### config.mk
export PLATFORM = sky130hd
export DESIGN_NAME = nios_onchip_memory_arbiter
export DESIGN_NICKNAME = d
export VERILOG_FILES = /design/src/rtl/nios_onchip_memory_arbiter_pkg.sv /design/src/rtl/nios_onchip_memory_arbiter_rr.sv /design/src/rtl/nios_onchip_memory_arbiter.sv
export SDC_FILE = /design/constraint.sdc
export NUM_CORES = 1
export LEC_CHECK = 0
export ABC_AREA = 1
export CAP_MARGIN = 20
export CORE_AREA = 2 2 97 99
export DETAILED_ROUTE_END_ITERATION = 12
export DIE_AREA = 0 0 99 101
export GPL_ROUTABILITY_DRIVEN = 0
export PLACE_DENSITY = 0.71
export SYNTH_ARGS = -nofsm -noshare
export SYNTH_HDL_FRONTEND = slang
export SYNTH_SLANG_ARGS = --single-unit
### constraint.sdc
create_clock -name clk -period 1.4 [get_ports clk]
set_input_delay 0.21 -clock clk [delete_from_list [all_inputs] [get_ports clk]]
set_output_delay 0.21 -clock clk [all_outputs]
set_load 0.01 [all_outputs]
### src/rtl/nios_onchip_memory_arbiter_pkg.sv
// Shared types and default sizing for the two-master on-chip memory arbiter.
package nios_onchip_memory_arbiter_pkg;

  localparam int DEF_ADDR_W   = 10;
  localparam int DEF_DATA_W   = 32;
  localparam int DEF_MAX_LOCK = 16;

  typedef enum logic [1:0] {
    FREE = 2'd0,
    OWN0 = 2'd1,
    OWN1 = 2'd2
  } arb_state_e;

endpackage

### src/rtl/nios_onchip_memory_arbiter_rr.sv
// Two-input round-robin grant: on a tie the master not granted last wins.
module nios_rr_arbiter2
  import nios_onchip_memory_arbiter_pkg::*;
(
  input  logic [1:0] req,
  input  logic       last,
  output logic [1:0] gnt
);

  always_comb begin
    gnt = req;
    if (req == 2'b11) begin
      gnt = last ? 2'b01 : 2'b10;
    end
  end

endmodule

### src/rtl/nios_onchip_memory_arbiter.sv
// Shares one single-port on-chip RAM between two Avalon-MM masters with
// round-robin fairness and a time-bounded per-master lock.
//   state | meaning
//   FREE  | round-robin between both masters
//   OWN0  | m0 holds the lock; only m0 may be granted
//   OWN1  | m1 holds the lock; only m1 may be granted
module nios_onchip_memory_arbiter
  import nios_onchip_memory_arbiter_pkg::*;
#(
  parameter int ADDR_W   = DEF_ADDR_W,
  parameter int DATA_W   = DEF_DATA_W,
  parameter int MAX_LOCK = DEF_MAX_LOCK
) (
  input  logic                clk,
  input  logic                reset_n,
  input  logic [ADDR_W-1:0]   m0_address,
  input  logic [DATA_W/8-1:0] m0_byteenable,
  input  logic                m0_read,
  input  logic                m0_write,
  input  logic [DATA_W-1:0]   m0_writedata,
  input  logic                m0_lock,
  output logic                m0_waitrequest,
  output logic [DATA_W-1:0]   m0_readdata,
  output logic                m0_readdatavalid,
  input  logic [ADDR_W-1:0]   m1_address,
  input  logic [DATA_W/8-1:0] m1_byteenable,
  input  logic                m1_read,
  input  logic                m1_write,
  input  logic [DATA_W-1:0]   m1_writedata,
  input  logic                m1_lock,
  output logic                m1_waitrequest,
  output logic [DATA_W-1:0]   m1_readdata,
  output logic                m1_readdatavalid,
  output logic [ADDR_W-1:0]   mem_address,
  output logic [DATA_W/8-1:0] mem_byteenable,
  output logic                mem_chipselect,
  output logic                mem_write,
  output logic [DATA_W-1:0]   mem_writedata,
  output logic                mem_clken,
  input  logic [DATA_W-1:0]   mem_readdata
);

  localparam int BE_W  = DATA_W / 8;
  localparam int CNT_W = $clog2(MAX_LOCK);
  localparam logic [CNT_W-1:0] CNT_LAST = CNT_W'(MAX_LOCK - 1);

  arb_state_e       state_q, state_d;
  logic             last_q, last_d;
  logic [CNT_W-1:0] cnt_q, cnt_d;
  logic             rdv0_q, rdv1_q;
  logic [1:0]       req;
  logic [1:0]       rr_gnt;
  logic [1:0]       gnt;

  assign req = {m1_read | m1_write, m0_read | m0_write};

  nios_rr_arbiter2 u_rr (
    .req  (req),
    .last (last_q),
    .gnt  (rr_gnt)
  );

  always_comb begin
    state_d = state_q;
    last_d  = last_q;
    cnt_d   = '0;
    gnt     = 2'b00;
    case (state_q)
      FREE: begin
        gnt = rr_gnt;
        if (gnt[0] && m0_lock) begin
          state_d = OWN0;
        end else if (gnt[1] && m1_lock) begin
          state_d = OWN1;
        end
      end
      OWN0: begin
        gnt[0] = req[0];
        cnt_d  = cnt_q + 1'b1;
        if (cnt_q == CNT_LAST) begin
          // Timeout: point at the owner so the waiting master wins the next tie.
          state_d = FREE;
          last_d  = 1'b0;
        end else if (gnt[0] && !m0_lock) begin
          state_d = FREE;
        end
      end
      OWN1: begin
        gnt[1] = req[1];
        cnt_d  = cnt_q + 1'b1;
        if (cnt_q == CNT_LAST) begin
          state_d = FREE;
          last_d  = 1'b1;
        end else if (gnt[1] && !m1_lock) begin
          state_d = FREE;
        end
      end
      default: state_d = FREE;
    endcase
    // A transfer presented while reset is asserted is never accepted.
    if (!reset_n) begin
      gnt = 2'b00;
    end
    if (gnt[0]) begin
      last_d = 1'b0;
    end else if (gnt[1]) begin
      last_d = 1'b1;
    end
  end

  always_ff @(posedge clk) begin
    if (!reset_n) begin
      state_q <= FREE;
      last_q  <= 1'b1;
      cnt_q   <= '0;
      rdv0_q  <= 1'b0;
      rdv1_q  <= 1'b0;
    end else begin
      state_q <= state_d;
      last_q  <= last_d;
      cnt_q   <= cnt_d;
      rdv0_q  <= gnt[0] & m0_read & ~m0_write;
      rdv1_q  <= gnt[1] & m1_read & ~m1_write;
    end
  end

  assign mem_address    = gnt[1] ? m1_address    : m0_address;
  assign mem_byteenable = gnt[1] ? m1_byteenable : m0_byteenable;
  assign mem_writedata  = gnt[1] ? m1_writedata  : m0_writedata;
  assign mem_write      = (gnt[0] & m0_write) | (gnt[1] & m1_write);
  assign mem_chipselect = |gnt;
  assign mem_clken      = reset_n;

  assign m0_waitrequest   = ~gnt[0];
  assign m1_waitrequest   = ~gnt[1];
  assign m0_readdata      = mem_readdata;
  assign m1_readdata      = mem_readdata;
  assign m0_readdatavalid = rdv0_q & reset_n;
  assign m1_readdatavalid = rdv1_q & reset_n;

endmodule

==> results of run 1 <==
-- state kept, by name (all words and copies together) (netlist names) --
signal and cells:
rdv0_q 1, cnt_q 4, rdv1_q 1, last_q 1, state_q 2
-- cell usage after synthesis (2+ instances only) --
| cell type | count | area [um^2] |
|---|---|---|
| inv_1 | 11 | 41.29 |
| ha_1 | 4 | 50.05 |
| nand3_1 | 53 | 265.3 |
| dfxtp_1 | 9 | 180.2 |
| nand2_1 | 113 | 424.2 |
| buf_4 | 70 | 525.5 |
| buf_6 | 4 | 45.04 |
| buf_2 | 6 | 30.03 |
| nor2_1 | 18 | 67.56 |
| a21oi_1 | 2 | 10.01 |
-- power groups by stage --
stage          Sequential [mW]  Clock, mW  Combinational, mW
6_report                 0.363      0.307               3.35
5_1_grt                  0.367      0.331               3.62
3_3_place_gp             0.345          0               2.58
4_1_cts                  0.360      0.310               3.21
3_5_place_dp             0.348          0               2.61
2_1_floorplan            0.345          0               1.41
-- per-layer routing --
metal | routed length, um | vias to the layer above
li1 | - | 1114
met1 | 2959 | 971
met2 | 3768 | 109
met3 | 570 | 22
met4 | 165 | 0
met5 | 0 | -
-- kinds of logic after synthesis --
| family | after synthesis | synth area share [%] |
|---|---|---|
| AOI/OAI and AO/OA | 6 | 2.101 |
| xor gates and xnor gates | 1 | 0.5073 |
| adders and majority gates | 4 | 2.899 |
| buffers and inverters | 92 | 37.39 |
| DFF | 9 | 10.43 |
| and+or+nand+nor | 190 | 46.67 |
-- timing repair --
action,in CTS,in global routing
setup buffers,16,7
pin swaps,15,22
hold buffers,0,0
setup endpoints to repair,55,55
gates resized for setup,252,77
cloned,3,2
-- worst register-to-register path, delay by kind of cell (launching register included) --
family / cells / cell delay, ps
buf+inv: 5 / 490
compound gates: 1 / 200
flops: 1 / 350
fa+ha+maj: 1 / 160
simple gates: 3 / 190
-- layout make-up --
class,count,area share (%)
tap,111,4.045
timing repair buffer,191,52.73
multi-input combinational,201,35.09
inverter,12,1.458
clock buffer,4,1.312
sequential,9,5.357
-- per-stage QoR --
stage | worst slack (ps) | instances | total power, mW
after floorplan | 7.609 | 302 | 1.754
after global placement | -815.6 | 507 | 2.930
after detailed placement | -833.3 | 507 | 2.955
after CTS | -383.1 | 529 | 3.880
after global routing | -368.9 | 528 | 4.323
final | -307.4 | 528 | 4.015
-- path summary, 6_finish.rpt --
kind              start                end  slack (ps)  depth (start not counted)
min reg2reg    cnt_q[0]           cnt_q[0]         420                          1
max          state_q[0]  mem_writedata[29]        -310                          9
min            cnt_q[0]           cnt_q[0]         420                          1
max reg2reg  state_q[1]             last_q         -40                         10
==> flow_metrics.env, run 1 <==
export IMPL_outcome="complete, but fails checks"
export IMPL_violations="negative setup slack"
export IMPL_die_area_mm2=0.009999
export IMPL_path_clk_slew_ps=50
export IMPL_fillers=943
export IMPL_layout_drive_gt1_share_pct=38.61
export IMPL_hold_class="reg2reg"
export IMPL_drtPass1Iterations=4
export IMPL_min_period_over_period_pct=122.0
export IMPL_ys_async_sr_fraction_pct=0
export IMPL_critPathSlowestCell="dfxtp_2"
export IMPL_yosysWarnings=0
export IMPL_timing_worst_setup_path_type="reg2out"
export IMPL_worst_pin_slew_ps=243.9
export IMPL_grt_pass1_vias=2164
export IMPL_powerDensity_mw_per_mm2=1169
export IMPL_critPathCaptureType="output port"
export IMPL_antenna_found_initial=0
export IMPL_comb_power_share_pct=83.3
export IMPL_p_sw_mw=1.815
export IMPL_drv_cap=0
export IMPL_synth_edf_count=0
export IMPL_path_cells="inv_4 -> ha_4 -> inv_2 -> nand2_8 -> buf_6 -> buf_12 -> nand3_1 -> nand2_1 -> buf_2"
export IMPL_power_leakage_nw=1.640
export IMPL_drc=0
export IMPL_synth_cell_types=22
export IMPL_multi_input_area_mm2=0.001205
export IMPL_die_y_um=101
export IMPL_routed_wl_um=7465
export IMPL_syn_nets=438
export IMPL_crit_arrival_ps=1500
export IMPL_via_count=2216
export IMPL_cts_tree="yes"
export IMPL_ys_flop_type="dfxtp_1"
export IMPL_hold_viol_final=0
export IMPL_clk_latency_ps=240
export IMPL_final_seq_area_um2=183.9
export IMPL_synth_area_mm2=0.001727
export IMPL_viasPerCell=4.197
export IMPL_area_delta_synth_final_pct=98.84
export IMPL_synthCells=302
export IMPL_worst_slack_ps=-307.4
export IMPL_wl_per_cell_um=14.14
export IMPL_dp_hpwl_um=5166
export IMPL_grt_use_total_pct=13.16
export IMPL_antenna_cells=0
export IMPL_pwr_share_clk_pct=7.6
export IMPL_syn_area_per_cell_um2=5.717
export IMPL_place_area_mm2=0.002994
export IMPL_critical_path_buf_inv_count=5
export IMPL_grt_use_met1_pct=14.94
export IMPL_final_setup_tns_ps=-13250
export IMPL_final_cell_mix="clkdlybuf4s50_1, nand2_1, nand3_1"
export IMPL_layout_commonest_cell="clkdlybuf4s50_1"
export IMPL_yosysSeqAreaShare_pct=10.43
export IMPL_grt_first_pass_wirelength_um=10610
export IMPL_utilization_pct=38.24
export IMPL_cts_buffers=3
export IMPL_ys_ff_latch=9
export IMPL_crit_fanout=12
export IMPL_top_usage_layer="met2"
export IMPL_relSlewSlack_pct=83.68
export IMPL_use_met3_pct=3.190
export IMPL_nets=554
export IMPL_period_needed_ps=1707
export IMPL_clock_sinks=9
export IMPL_fin_area_mm2=0.003433
export IMPL_grt_overflow=0
export IMPL_p_seq_share_pct=9.0
export IMPL_swShare_pct=45.20
export IMPL_globalRouteMet2Util_pct=23.80
export IMPL_whs_ps=416.8
export IMPL_cts_htree_levels=1
export IMPL_drt_iter0_drc=39
export IMPL_cp_top_family="buffers and inverters"
export IMPL_skew_ps=4.436
export IMPL_grt_max_degree=25
export IMPL_io_buffers=152
export IMPL_die_w_um=99
export IMPL_ir_worst_vdd_v=0.0008536
export IMPL_cp_slowest_stage_delay_ps=340
export IMPL_slew_violations=0
export IMPL_worst_setup_path_start_kind="flip-flop"
export IMPL_rsz0062_at_grt="yes"
export IMPL_setup_violations=51
export IMPL_ant_nets=0
export IMPL_initial_core_util_pct=19.23
export IMPL_rows=35
export IMPL_core_mm2=0.008977
export IMPL_p_int_mw=2.200
export IMPL_ios=249
export IMPL_root_buffer="clkbuf_8"
export IMPL_required_ps=1190
export IMPL_fmax_mhz=585.7
export IMPL_clockBufferDepth=2
(Power assumes the default switching activity.)
==> run 2: changes to the inputs <==
--- a/config.mk
+++ b/config.mk
@@ -10,8 +10,9 @@
 export CORE_AREA = 2 2 97 99
 export DETAILED_ROUTE_END_ITERATION = 12
 export DIE_AREA = 0 0 99 101
-export GPL_ROUTABILITY_DRIVEN = 0
 export PLACE_DENSITY = 0.71
+export REMOVE_ABC_BUFFERS = 1
+export SETUP_SLACK_MARGIN = 0.4
 export SYNTH_ARGS = -nofsm -noshare
 export SYNTH_HDL_FRONTEND = slang
 export SYNTH_SLANG_ARGS = --single-unit
==> run 2 against run 1 <==
Net effect:
- the run still ends with negative setup slack left
- sequential cell count unchanged
- non-clock buffer count up 18
- global-route usage up 4.6 points
- routed wire length up 43%
- die area unchanged
- core utilization up 5.1 points
- largest cell class unchanged
==> flow_metrics.env, run 2 (same netlist as run 1, synthesis figures left out) <==
export IMPL_hold_class="in2out"
export IMPL_globalRouteMet2Util_pct=25.36
export IMPL_nets=572
export IMPL_relSlewSlack_pct=84.43
export IMPL_cts_tree="yes"
export IMPL_fin_area_mm2=0.003894
export IMPL_largest_reg_flops=4
export IMPL_powerDensity_mw_per_mm2=1307
export IMPL_grt_use_total_pct=17.76
export IMPL_drtPass1Iterations=6
export IMPL_period_needed_ps=1818
export IMPL_dpl_worst_slack_ps=-889.7
export IMPL_cp_top_family="buffers and inverters"
export IMPL_io_buffers=152
export IMPL_critPathMostFrequentCell="buf_6"
export IMPL_die_y_um=101
export IMPL_die_w_um=99
export IMPL_clockBufferDepth=2
export IMPL_min_period_over_period_pct=129.8
export IMPL_final_cell_mix="clkdlybuf4s50_1, nand2_1, buf_2"
export IMPL_cts_buffers=3
export IMPL_ir_worst_vdd_v=0.0004455
export IMPL_rows=35
export IMPL_grt_first_pass_wirelength_um=13390
export IMPL_ant_nets=0
export IMPL_globalplace_congestion=0.8555
export IMPL_via_count=2501
export IMPL_path_cells="inv_2 -> ha_4 -> nand2_4 -> nand2_8 -> buf_6 -> buf_6 -> clkbuf_16 -> nand3_2 -> nand2_1 -> buf_2"
export IMPL_largest_register="cnt_q"
export IMPL_use_met3_pct=11.23
export IMPL_cp_slowest_stage_delay_ps=350
export IMPL_top_usage_layer="met2"
export IMPL_grt_use_met1_pct=22.44
export IMPL_cts_htree_levels=1
export IMPL_layout_commonest_cell="clkdlybuf4s50_1"
export IMPL_path_clk_slew_ps=40
export IMPL_initial_core_util_pct=19.23
export IMPL_grt_pass1_vias=2284
export IMPL_hold_viol_final=0
export IMPL_critPathCaptureType="output port"
export IMPL_hold_buffers=0
export IMPL_violations="negative setup slack"
export IMPL_viasPerCell=4.581
export IMPL_drc=0
export IMPL_place_area_mm2=0.002967
export IMPL_fillers=875
export IMPL_layout_drive_gt1_share_pct=45.06
export IMPL_critical_path_buf_inv_count=5
export IMPL_dp_hpwl_um=6698
export IMPL_ios=249
export IMPL_wl_per_cell_um=19.60
export IMPL_outcome="complete, but fails checks"
export IMPL_antenna_cells=0
export IMPL_fmax_mhz=550.1
export IMPL_skew_ps=2.084
export IMPL_crit_fanout=5
export IMPL_clock_sinks=9
export IMPL_root_buffer="clkbuf_8"
export IMPL_worst_pin_slew_ps=232.9
export IMPL_reg_top3="cnt_q x4, state_q x2"
export IMPL_crit_arrival_ps=1610
export IMPL_power_leakage_nw=1.865
export IMPL_required_ps=1190
export IMPL_rsz0062_at_grt="yes"
export IMPL_antenna_found_initial=0
export IMPL_worst_setup_path_start_kind="flip-flop"
export IMPL_worst_slack_ps=-417.8
export IMPL_grt_max_degree=22
export IMPL_critPathSlowestCell="dfxtp_2"
export IMPL_drv_cap=0
export IMPL_routed_wl_um=10700
export IMPL_timing_worst_setup_path_type="reg2out"
export IMPL_die_area_mm2=0.009999
export IMPL_area_delta_synth_final_pct=125.5
export IMPL_clk_latency_ps=240
export IMPL_core_mm2=0.008977
export IMPL_slew_violations=0
export IMPL_grt_overflow=0
export IMPL_drt_iter0_drc=145
export IMPL_setup_violations=55
## run 2: report_power, final
part	total [mW]	switching, mW	leakage (nW)	internal [mW]
clock network	0.302	0.103	0.0228	0.198
registers	0.361	0.0426	0.0752	0.318
logic	4.43	1.97	1.77	2.45
total	5.09	2.12	1.86	2.97
## run 2: cell type report
class                   count  area (um^2)  area share, %
well taps                 111        138.9          3.567
repair buffers            209         2195          56.36
flip-flops and latches      9        185.2          4.756
multi-input cells         201         1280          32.87
clock buffers               4        45.04          1.157
inverters                  12        50.05          1.285
## run 2: per-layer routing
metal	routed length, um	vias to the layer above
li1	-	1153
met1	4279	1178
met2	4905	156
met3	1411	10
met4	26	4
met5	78	-
## run 2: worst paths after layout
kind                        start          endpoint  slack, ps  cells past startpoint
hold reg to reg          cnt_q[0]          cnt_q[0]        440                      1
setup / recovery       state_q[1]  mem_writedata[7]       -420                     10
setup reg to reg       state_q[1]        state_q[1]       -270                     13
hold / removal    mem_readdata[9]    m0_readdata[9]        420                      0
## run 2: what timing repair did
action / 4_1_cts / 5_1_grt
resized for setup: 296 / 73
setup buffers: 17 / 7
setup endpoints to repair: 62 / 58
pin swaps: 13 / 20
cloned: 9 / 5
## run 2: worst register-to-register path, stage by stage, from the launching register on
cell and delay [ps]:
dfxtp_2 350, inv_2 60, buf_4 130, buf_6 110
ha_4 160, buf_6 110, buf_6 110, nand2_4 70
nor2_2 40, nor2_1 130, buf_4 130, nand2_2 50
nand2_1 70, a21oi_1 40
## run 2: per-stage QoR
stage                     TNS, ps  power [mW]  hold WS [ps]  cells  utilization [%]
after global placement     -42620       2.852         420.2    504            33.05
after global routing       -22520       5.378         420.1    546            43.37
after floorplan            -57670       1.404         279.5    222                -
after CTS                  -18810       4.318         417.6    534            38.12
after detailed placement   -43890       2.891         420.2    504            33.05
final                      -19430       5.089         420.1    546            43.37
